**src/rtl/baccarat_pkg.sv**
```systemverilog
// Shared types and helpers for the baccarat table controller: deal states,
// draw thresholds and the rank-to-value mapping.
package baccarat_pkg;

   typedef enum logic [3:0] {
      DEAL_P1,
      DEAL_D1,
      DEAL_P2,
      DEAL_D2,
      DECIDE,
      DEAL_P3,
      BANKER,
      DEAL_D3,
      DONE
   } deal_state_t;

   localparam logic [3:0] NATURAL_MIN = 4'd8;
   localparam logic [3:0] DRAW_MAX    = 4'd5;

   // Load vector bit order follows deal order: P1, D1, P2, D2, P3, D3.
   localparam int LOAD_W = 6;

   function automatic logic [3:0] card_value(input logic [3:0] rank);
      return (rank >= 4'd10) ? 4'd0 : rank;
   endfunction

   function automatic logic [LOAD_W-1:0] load_vec(input deal_state_t s);
      logic [LOAD_W-1:0] v;
      v = '0;
      case (s)
         DEAL_P1: v[0] = 1'b1;
         DEAL_D1: v[1] = 1'b1;
         DEAL_P2: v[2] = 1'b1;
         DEAL_D2: v[3] = 1'b1;
         DEAL_P3: v[4] = 1'b1;
         DEAL_D3: v[5] = 1'b1;
         default: v = '0;
      endcase
      return v;
   endfunction

endpackage

```
**src/rtl/baccarat_fsm_banker_draw_rule.sv**
```systemverilog
// Banker third-card rule once the player has drawn: decides from the banker
// score and the value (0-9) of the player's third card.
module banker_draw_rule
   import baccarat_pkg::*;
(
   input  logic [3:0] dscore_i,
   input  logic [3:0] value_i,
   output logic       draw_o
);

   always_comb begin
      draw_o = 1'b0;
      case (dscore_i)
         4'd0, 4'd1, 4'd2: draw_o = 1'b1;
         4'd3:             draw_o = (value_i != 4'd8);
         4'd4:             draw_o = (value_i >= 4'd2) && (value_i <= 4'd7);
         4'd5:             draw_o = (value_i >= 4'd4) && (value_i <= 4'd7);
         4'd6:             draw_o = (value_i >= 4'd6) && (value_i <= 4'd7);
         default:          draw_o = 1'b0;
      endcase
   end

endmodule

```
**src/rtl/baccarat_fsm.sv**
```systemverilog
// Baccarat deal sequencer: one card load per slow clock edge, third-card
// rules for player and banker, and win lights once the hand is complete.
module baccarat_fsm
   import baccarat_pkg::*;
(
   input  logic        slow_clock,
   input  logic        reset,
   input  logic [3:0]  pscore,
   input  logic [3:0]  dscore,
   input  logic [3:0]  pcard3,
   output logic        load_pcard1,
   output logic        load_pcard2,
   output logic        load_pcard3,
   output logic        load_dcard1,
   output logic        load_dcard2,
   output logic        load_dcard3,
   output logic        player_win_light,
   output logic        dealer_win_light,
   output deal_state_t dbg_state_o
);

   deal_state_t       state_q, state_d;
   logic [LOAD_W-1:0] load_q;
   logic              banker_draw;

   banker_draw_rule u_banker_rule (
      .dscore_i (dscore),
      .value_i  (card_value(pcard3)),
      .draw_o   (banker_draw)
   );

   always_comb begin
      state_d = state_q;
      case (state_q)
         DEAL_P1: state_d = DEAL_D1;
         DEAL_D1: state_d = DEAL_P2;
         DEAL_P2: state_d = DEAL_D2;
         DEAL_D2: state_d = DECIDE;
         DECIDE: begin
            if ((pscore >= NATURAL_MIN) || (dscore >= NATURAL_MIN))
               state_d = DONE;
            else if (pscore <= DRAW_MAX)
               state_d = DEAL_P3;
            else if (dscore <= DRAW_MAX)
               state_d = DEAL_D3;
            else
               state_d = DONE;
         end
         DEAL_P3: state_d = BANKER;
         BANKER:  state_d = banker_draw ? DEAL_D3 : DONE;
         DEAL_D3: state_d = DONE;
         DONE:    state_d = DONE;
         default: state_d = DEAL_P1;
      endcase
   end

   // Loads are registered from the next state so each is a clean Moore output.
   always_ff @(posedge slow_clock or posedge reset) begin
      if (reset) begin
         state_q <= DEAL_P1;
         load_q  <= load_vec(DEAL_P1);
      end else begin
         state_q <= state_d;
         load_q  <= load_vec(state_d);
      end
   end

   assign load_pcard1 = load_q[0];
   assign load_dcard1 = load_q[1];
   assign load_pcard2 = load_q[2];
   assign load_dcard2 = load_q[3];
   assign load_pcard3 = load_q[4];
   assign load_dcard3 = load_q[5];
   assign dbg_state_o = state_q;

   // Lights follow the live scores in DONE; a tie lights both.
   always_comb begin
      player_win_light = 1'b0;
      dealer_win_light = 1'b0;
      if (state_q == DONE) begin
         player_win_light = (pscore >= dscore);
         dealer_win_light = (dscore >= pscore);
      end
   end

endmodule
```
**config.mk**
```make
export PLATFORM = sky130hd
export DESIGN_NAME = baccarat_fsm
export DESIGN_NICKNAME = d
export VERILOG_FILES = /design/src/rtl/baccarat_pkg.sv /design/src/rtl/baccarat_fsm_banker_draw_rule.sv /design/src/rtl/baccarat_fsm.sv
export SDC_FILE = /design/constraint.sdc
export NUM_CORES = 1
export LEC_CHECK = 0
export CORE_UTILIZATION = 45
export CTS_BUF_LIST = sky130_fd_sc_hd__clkbuf_4 sky130_fd_sc_hd__clkbuf_8
export DETAILED_ROUTE_END_ITERATION = 10
export HOLD_SLACK_MARGIN = 0.1
export PLACE_DENSITY = 0.89
export SYNTH_ARGS = -nofsm -noshare
export SYNTH_HDL_FRONTEND = slang
export SYNTH_HIERARCHICAL = 1
export SYNTH_SLANG_ARGS = --single-unit
```
**constraint.sdc**
```tcl
create_clock -name slow_clock -period 1.82 [get_ports slow_clock]
set_clock_uncertainty 0.05 [all_clocks]
set_input_delay 0.364 -clock slow_clock [delete_from_list [all_inputs] [get_ports slow_clock]]
set_output_delay 0.364 -clock slow_clock [all_outputs]
set_load 0.02 [all_outputs]
```
==> impl_metrics.csv, run 1 <==
group,metric,value,unit
run_status,status,"finished, violations left",
run_status,violations,"setup timing",
place,io_buffer_count,25,
layout,n_antenna_cell,0,
clock_tree,cts_root_buffer,"clkbuf_4",
clock_tree,cts_hold_buf,0,
layout,drive_above_1_share,0.538,
route,wl,2240,um
grt,antenna_found_initial,0,
layout,area_growth,77.9,%
setup_path,path_max_fanout,2,
setup_path,crit_arrival,1.62,ns
place,gp_congestion,0.765,
grt,grt_pass1_vias,737,
setup_path,r2r_end,"load_q[5]",
layout,final_core_util,0.911,
yosys,yosysSeqAreaShare,0.355,
place,hpwl,1380,um
floorplanning,die_x,41.7,um
timing,final_hold_viol_count,0,
power_and_ir_drop,leakagePower,0.000589,uW
setup_path,critPathLaunchType,"primary input",
worst_hold_path,hold_class,"in2async",
timing,clock.fmax,493,MHz
job,max-cap-violations,0,
floorplanning,rows,13,
clock_tree,clk_pin_slew,0.07,ns
timing,fin_ws,-0.210,ns
setup_path,r2r_slack,0.31,ns
route,wire_per_inst,16.7,um
clock_tree,clock_latency,0.27,ns
timing,fin_hold_ws,0.327,ns
floorplanning,io_pins,26,
setup_path,end_kind,"output pin",
route,num_vias,755,
yosys,ys_types,34,
layout,layout_commonest_cell,"buf_4",
timing,worstMarginPinSlew,0.415,ns
yosys,synth_area,708,um^2
yosys,synth_warnings,6,
floorplanning,initial_core_util,0.512,
layout,nNetsFinal,138,
route,antenna_left,0,
timing,relSlewSlack,0.724,
timing,setup_viol,2,
timing,rsz0062_at_grt,"true",
yosys,netlist_instances,72,
floorplanning,die_h,41.7,um
place,dp_slack,-1.06,ns
setup_path,r2r_cells,5,
route,first_pass_iters,7,
yosys,synth_fp_nets,90,
floorplanning,fp.coreArea,1380,um^2
route,drt_iter0_drc,21,
layout,final_cell_mix,"buf_4, dfrtp_1, clkdlybuf4s50_1",
setup_path,worstPathRequired,1.41,ns
grt,overflow,0,
timing,period_minus_slack,2.03,ns
grt,grt_use_total,0.225,
setup_path,r2r-start,"dbg_state_o[0]",
clock_tree,numCtsBuffers,3,
clock_tree,cts_max_path_buffers,2,
route,drc,0,
power_and_ir_drop,power.density,1130,nW/um^2
route,via_per_inst,5.63,
yosys,ys_seq_elements,10,
setup_path,worstSetupPathType,"in2out",
timing,final.setup.tns,-0.338,ns
yosys,postSynthAreaPerCell,9.84,um^2
floorplanning,die_area,1740,um^2
clock_tree,htreeDepth,1,
timing,slew_viol_final,0,
clock_tree,cts_sinks,10,
grt,grt_pass1_wl,3080,um
clock_tree,tritoncts,"yes",
grt,grt_max_degree,11,
power_and_ir_drop,peakVddDrop,0.566,mV
timing,period_share,1.12,
[routing by layer]
| metal | vias to the layer above | GRT usage | wire (um) |
|---|---|---|---|
| li1 | 349 | - | - |
| met2 | 40 | 0.447 | 1210 |
| met4 | 0 | 0.0710 | 79 |
| met3 | 9 | 0.0304 | 101 |
| met1 | 357 | 0.236 | 852 |
| met5 | - | 0 | 0 |
[how the worst max path moves through the flow]
stage                       endpoint  slack [ns]  cells after the start  startpoint
finish              player_win_light       -0.21                      7   dscore[1]
global route        player_win_light       -0.25                      8   pscore[1]
CTS                 player_win_light       -0.19                      8   pscore[1]
detailed placement  player_win_light       -1.06                      7   dscore[1]
global placement    player_win_light       -1.02                      7   dscore[1]
floorplan           player_win_light        0.01                      6   pscore[1]
[report_power, final]
| part | internal (uW) | switching [uW] | total, uW |
|---|---|---|---|
| clock | 122 | 82.2 | 204 |
| sequential | 312 | 36.6 | 348 |
| combinational | 409 | 465 | 874 |
| total | 842 | 584 | 1430 |
[final cells by class]
type / instances / area [um^2]
fill: 50 / 123
multi-input combinational: 51 / 528
tap: 15 / 18.8
clock buffer: 4 / 36.3
inverter: 7 / 28.8
sequential: 10 / 251
timing repair buffer: 47 / 397
[kinds of logic (layout without fill, tap and decap cells)]
| group | count (synthesis) | in the layout | synth area share |
|---|---|---|---|
| xor+xnor | 1 | 1 | 0.0124 |
| buf+inv | 11 | 58 | 0.0742 |
| simple gates | 30 | 30 | 0.313 |
| fa+ha+maj | 4 | 4 | 0.0707 |
| compound gates | 16 | 16 | 0.175 |
| flops | 10 | 10 | 0.355 |
[synthesized netlist by cell type]
cell      number  share of area
a211oi_1       2          0.021
a22oi_1        3          0.032
a31oi_1        2          0.018
a31oi_4        1          0.030
a41o_1         1          0.014
and2_1         2          0.018
and3_1         1         0.0088
buf_2          3          0.021
buf_6          1          0.016
dfrtp_1        9           0.32
dfstp_2        1          0.037
ha_1           4          0.071
inv_1          7          0.037
nand2_1        2          0.011
nand2b_1       3          0.027
nand3_1        1         0.0071
nand3_2        1          0.014
nand3b_1       1          0.011
nand4_1        2          0.018
nor2_1         3          0.016
nor2b_1        4          0.035
nor2b_4        1          0.019
nor3_1         1         0.0071
nor3_4         1          0.023
nor3b_1        2          0.021
nor4_1         2          0.018
nor4b_4        1          0.034
o211a_1        1          0.014
o21a_1         1          0.011
o21ai_0        4          0.028
o21ai_1        1         0.0071
or3b_2         1          0.012
or4b_1         1          0.014
xor2_1         1          0.012
[critical path, cell delays in order]
cell and delay (ns):
buf_8 0.10, ha_4 0.23, nor2b_4 0.12, o21a_1 0.22
o211a_1 0.26, a211oi_4 0.17, buf_6 0.14
[flip-flops by register name (all words and copies together) (netlist names)]
register	flops
dbg_state_o	4
load_q	6
[timing repair]
action,in CTS,in global routing
resized for setup,75,7
cloned,0,0
endpoints found under the hold margin,0,0
endpoints found under the setup margin,11,4
pin swaps,13,11
setup buffers,2,3
[metrics by stage]
step           cell area (um^2)  std cells  total power [uW]
2_1_floorplan               763         72               849
6_report                   1260        134              1430
3_3_place_gp               1130        125              1160
3_5_place_dp               1130        125              1180
5_1_grt                    1260        134              1500
4_1_cts                    1230        131              1380
Note: power is estimated with default switching activity, not from simulation.
==> inputs of run 2 (changes only) <==
- CTS_CLUSTER_SIZE: default -> 20
- GPL_ROUTABILITY_DRIVEN: default -> 0
==> results of run 2 <==
Same layout as run 1: the final DEF is identical, and so are final timing and power.
